===== src/rtl/ring_cadence_ctrl.sv =====
// Ring cadence controller: bursts of ON/OFF alerting while a call is presented,
// with an alert mode selector and a saturating missed-call counter.
module ring_cadence_ctrl #(
    parameter int ON_CYCLES  = 8,
    parameter int OFF_CYCLES = 16,
    parameter int MAX_BURSTS = 4
) (
    input  logic       clk,
    input  logic       reset,
    input  logic       incoming_call,
    input  logic       answer,
    input  logic       mode_btn,
    input  logic       clr_missed,
    output logic       ring,
    output logic       vibrate_mode,
    output logic [1:0] mode,
    output logic       missed_call,
    output logic [3:0] missed_count
);

    localparam int CNT_MAX = ((ON_CYCLES > OFF_CYCLES) ? ON_CYCLES : OFF_CYCLES) - 1;
    localparam int CW      = (CNT_MAX > 0) ? $clog2(CNT_MAX + 1) : 1;
    localparam int BW      = $clog2(MAX_BURSTS + 1);

    localparam logic [2:0] S_IDLE     = 3'd0;
    localparam logic [2:0] S_ON       = 3'd1;
    localparam logic [2:0] S_OFF      = 3'd2;
    localparam logic [2:0] S_DONE     = 3'd3;
    localparam logic [2:0] S_ANSWERED = 3'd4;

    localparam logic [1:0] M_NORMAL  = 2'd0;
    localparam logic [1:0] M_VIBRATE = 2'd1;
    localparam logic [1:0] M_SILENT  = 2'd2;

    logic [2:0]    state, state_next;
    logic [CW-1:0] cycle_cnt, cycle_next;
    logic [BW-1:0] burst_cnt, burst_next;
    logic          miss_event;

    // Answer outranks hang-up and cadence expiry while alerting.
    always_comb begin
        state_next = state;
        cycle_next = cycle_cnt;
        burst_next = burst_cnt;
        miss_event = 1'b0;
        case (state)
            S_IDLE: begin
                if (incoming_call && !answer) begin
                    state_next = S_ON;
                    cycle_next = '0;
                    burst_next = '0;
                end
            end
            S_ON: begin
                if (answer) begin
                    state_next = S_ANSWERED;
                end else if (!incoming_call) begin
                    state_next = S_IDLE;
                    miss_event = 1'b1;
                end else if (cycle_cnt == CW'(ON_CYCLES - 1)) begin
                    state_next = S_OFF;
                    cycle_next = '0;
                    burst_next = burst_cnt + BW'(1);
                end else begin
                    cycle_next = cycle_cnt + CW'(1);
                end
            end
            S_OFF: begin
                if (answer) begin
                    state_next = S_ANSWERED;
                end else if (!incoming_call) begin
                    state_next = S_IDLE;
                    miss_event = 1'b1;
                end else if (cycle_cnt == CW'(OFF_CYCLES - 1)) begin
                    cycle_next = '0;
                    if (burst_cnt == BW'(MAX_BURSTS)) begin
                        state_next = S_DONE;
                        miss_event = 1'b1;
                    end else begin
                        state_next = S_ON;
                    end
                end else begin
                    cycle_next = cycle_cnt + CW'(1);
                end
            end
            S_DONE, S_ANSWERED: begin
                if (!incoming_call) begin
                    state_next = S_IDLE;
                end
            end
            default: begin
                state_next = S_IDLE;
                cycle_next = '0;
                burst_next = '0;
            end
        endcase
    end

    always_ff @(posedge clk) begin
        if (reset) begin
            state     <= S_IDLE;
            cycle_cnt <= '0;
            burst_cnt <= '0;
        end else begin
            state     <= state_next;
            cycle_cnt <= cycle_next;
            burst_cnt <= burst_next;
        end
    end

    always_ff @(posedge clk) begin
        if (reset) begin
            mode <= M_NORMAL;
        end else if (mode_btn) begin
            case (mode)
                M_NORMAL:  mode <= M_VIBRATE;
                M_VIBRATE: mode <= M_SILENT;
                default:   mode <= M_NORMAL;
            endcase
        end
    end

    // A miss landing together with a clear leaves exactly that one miss recorded.
    always_ff @(posedge clk) begin
        if (reset) begin
            missed_call  <= 1'b0;
            missed_count <= 4'd0;
        end else if (miss_event) begin
            missed_call <= 1'b1;
            if (clr_missed) begin
                missed_count <= 4'd1;
            end else if (missed_count != 4'd15) begin
                missed_count <= missed_count + 4'd1;
            end
        end else if (clr_missed) begin
            missed_call  <= 1'b0;
            missed_count <= 4'd0;
        end
    end

    assign ring         = (state == S_ON) && (mode != M_SILENT);
    assign vibrate_mode = (mode == M_VIBRATE);

endmodule

===== config.mk =====
export PLATFORM = sky130hd
export DESIGN_NAME = ring_cadence_ctrl
export DESIGN_NICKNAME = d
export VERILOG_FILES = /design/src/rtl/ring_cadence_ctrl.sv
export SDC_FILE = /design/constraint.sdc
export NUM_CORES = 1
export LEC_CHECK = 0
export ABC_CLOCK_PERIOD_IN_PS = 2600
export CAP_MARGIN = 20
export CELL_PAD_IN_SITES_DETAIL_PLACEMENT = 1
export CELL_PAD_IN_SITES_GLOBAL_PLACEMENT = 1
export CORE_UTILIZATION = 45
export DETAILED_ROUTE_END_ITERATION = 16
export DONT_BUFFER_PORTS = 1
export PLACE_DENSITY = 0.73
export SETUP_SLACK_MARGIN = 0.5
export SLEW_MARGIN = 20
export SYNTH_ARGS = -nofsm -noshare
export SYNTH_HDL_FRONTEND = slang
export SYNTH_SLANG_ARGS = --single-unit
export TNS_END_PERCENT = 30

===== constraint.sdc =====
create_clock -name clk -period 2.6 [get_ports clk]
set_clock_uncertainty 0.05 [all_clocks]
set_input_delay 0.26 -clock clk [delete_from_list [all_inputs] [get_ports clk]]
set_output_delay 0.26 -clock clk [all_outputs]
set_load 0.02 [all_outputs]

==> summary.txt <==
Status
  – Status: finished, final reports clean

Job
  – Max-cap viol count: 0

Drt
  – Vias per cell: roughly 6.1
  – Wirelength per Cell: around 17 µm
  – DRC viols: 0
  – ANT nets after route: 0
  – Via count: ~960
  – Drt total wl: roughly 2600 µm
  – 1st-pass router iterations: 4
  – 1st-iter DRT viols: 11

Logic synthesis
  – Register area share after synthesis: 32.93%
  – Post-synth EDFFs: 0
  – Ys flop type: dfxtp_1
  – Synthesized Nets: roughly 140
  – Cell area after synthesis: 1033 µm²
  – Cells after Synth: about 130
  – Yosys cell types: between 40 and 50
  – Yosys Warn Count: 0
  – Synthesized flop and latch total: 17
  – Synth Area per Inst: between 8 and 9 µm²
  – FFs w/ async S/R, synth: 0%

Global routing
  – Vias in the first global route: between 900 and 1000
  – Largest net degree at the start of global routing: 18
  – Total GRT Usage: 23.65%
  – Antenna violations before repair: 0
  – First-pass GRT wire length: approximately 4500 µm
  – Total gr overflow: 0

Floorplanning
  – Initial Util: between 50% and 60%
  – # IOs: 15
  – Die Span Y: 49.93 µm
  – Die Area: 2493 µm²
  – Placement Rows: 16
  – Core Region: just over 2000 µm²
  – Die width: between 40 and 50 µm

Power and ir drop
  – Leak: between 0.4 and 0.5 nW
  – Power density of the placed cells: between 400 and 500 nW/µm²
  – VDD IR max: between 300 and 400 µV

Min path
  – Hold Path Class: input port to flip-flop

Worst setup path
  – Req. time, crit path: between 2 and 3 ns
  – Crit start category: flip-flop
  – Arrival time at the worst endpoint: between 2 and 2.5 ns
  – Nature of the critical path endpoint: flip-flop
  – CP max FO: 8
  – R2R setup slack: approximately 0.6 ns
  – Critical path type: flip-flop to flip-flop

CTS
  – H-tree levels: 1
  – CTS tree: done
  – Clk pin slew, worst setup/hold paths: around 0.11 ns
  – Clock Latency Late Sink: between 0.3 and 0.4 ns
  – CTS root buf: clkbuf_4
  – CTS max path bufs: 2
  – Num CTS Buffers: 3
  – Clk sinks: 17

Final layout
  – Final nets: 141
  – Ratio of cells with drive above 1 in the final layout: about 17%
  – N_diodes: 0
  – Design Area, Final: 1145 µm²
  – Area growth syn-to-layout: 10.78%
  – Layout fillers: 266

Placed design
  – Port-buffer cells: 0
  – Post-Place Cell Area: 1056 µm²
  – Pre-CTS setup slack: ~0.41 ns
  – RD Place Congestion: a little over 0.8
  – HPWL after detailed placement: 1872 µm

STA
  – Final worst setup slack: 0.5901 ns
  – Setup TNS: 0 ns
  – Max Clock Freq: 497.5 MHz
  – RSZ-0062 raised after global routing: true
  – Tightest Pin Transition: around 0.77 ns
  – Min Clock Period, post-route: 2.010 ns
  – Final setup viols: 0
  – Slew margin rel.: 47.85%
  – Crit share post-route: roughly 77%
  – Final Hold Viols: 0
  – Max Slew Vio Count: 0
==> path summary, 6_finish.rpt <==
path,startpoint,end,depth (start not counted)
worst max-delay path,cycle_cnt[0],missed_count[1],5
worst min-delay path,answer,state[2],2
worst max register to register,cycle_cnt[0],missed_count[1],5
worst min register to register,burst_cnt[2],burst_cnt[2],2
==> worst max-delay path, cell delays in order, from the launching register on <==
cell and delay (ns):
dfxtp_2 0.40, ha_4 0.19, nand2_1 0.08, o41a_1 0.47, or4_1 0.49, o31ai_2 0.26
==> stage by stage <==
stage	std cells	utilization [%]	hold WS (ns)	power [W]
floorplan	127	-	0.3914	0.0003229
global placement	149	51.21	0.2829	0.0003298
detailed placement	149	51.21	0.2879	0.0003322
CTS	157	54.37	0.06100	0.0004910
global route	157	55.52	0.05417	0.0005108
finish	157	55.52	0.06212	0.0004857
==> layout make-up <==
| type | count | area, µm² | area share (%) |
|---|---|---|---|
| sequential | 17 | 349.1 | 30.49 |
| tap | 27 | 33.78 | 2.951 |
| clock inverter | 1 | 5.005 | 0.4372 |
| multi-input combinational | 94 | 646.9 | 56.50 |
| inverter | 8 | 30.03 | 2.623 |
| clock buffer | 3 | 22.52 | 1.967 |
| timing repair buffer | 7 | 57.56 | 5.027 |
==> cells by family (layout without fill, tap and decap cells) <==
logic type	count (synthesis)	in the layout	share of synthesized area (%)
buf+inv	16	19	6.174
xor+xnor	3	3	2.543
compound gates	32	32	21.67
flops	17	17	32.93
fa+ha+maj	4	4	4.843
mux	1	1	0.9686
simple gates	54	54	30.87
==> where the power goes <==
group          total (W)  switching (W)  internal (W)
Sequential      0.000276      0.0000114      0.000265
Clock           0.000153      0.0000958     0.0000575
Combinational  0.0000560      0.0000302     0.0000258
Total           0.000486       0.000137      0.000348
==> repair_timing <==
item | in CTS | in global routing
pin swaps | 1 | 1
hold buffers | 2 | 0
gates resized for setup | 1 | 8
hold endpoints to repair | 6 | 0
setup buffers | 2 | 0
endpoints found under the setup margin | 1 | 2
==> cell usage after synthesis, types with 2 or more instances <==
library cell,instances,area (µm²)
inv_1,7,26.28
nor3_1,2,10.01
nand4b_1,3,26.28
ha_1,4,50.05
clkbuf_2,2,10.01
nand2b_1,3,18.77
or4_1,3,22.52
xnor2_1,3,26.28
nand3_1,6,30.03
nand2_1,5,18.77
nor2b_1,2,12.51
nor4bb_1,2,20.02
o211ai_1,2,15.01
or3b_2,2,17.52
clkbuf_1,5,18.77
a21oi_1,6,30.03
o21ai_0,8,40.04
o31ai_1,2,15.01
a31oi_1,2,12.51
dfxtp_1,17,340.3
nor3b_1,3,22.52
nor2_1,14,52.55
==> layout by cell type, fill, tap and decap left out, types with 3 or more instances in the layout <==
cell and count:
nor2_1 14, dfxtp_1 12, o21ai_0 8, inv_1 7, nand3_1 6, a21oi_1 6, nand2_1 5, buf_4 5
dfxtp_2 4, nand2b_1 3, xnor2_1 3, nand4b_1 3, or4_1 3, nor3b_1 3, ha_1 3, clkbuf_4 3
==> routing by layer <==
| metal | wire length, µm | part of all wire, % | track usage (%) |
|---|---|---|---|
| met5 | 0 | 0 | 0 |
| met4 | 26 | 0.99 | 9.048 |
| met3 | 62 | 2.4 | 3.704 |
| met2 | 1240 | 47 | 38.29 |
| met1 | 1298 | 49 | 31.16 |
==> flip-flops by register name (all words and copies together) (netlist names) <==
name          cells
burst_cnt         3
mode              2
state             3
missed_call       1
cycle_cnt         4
missed_count      4
Power figures use the tool's default switching activity.
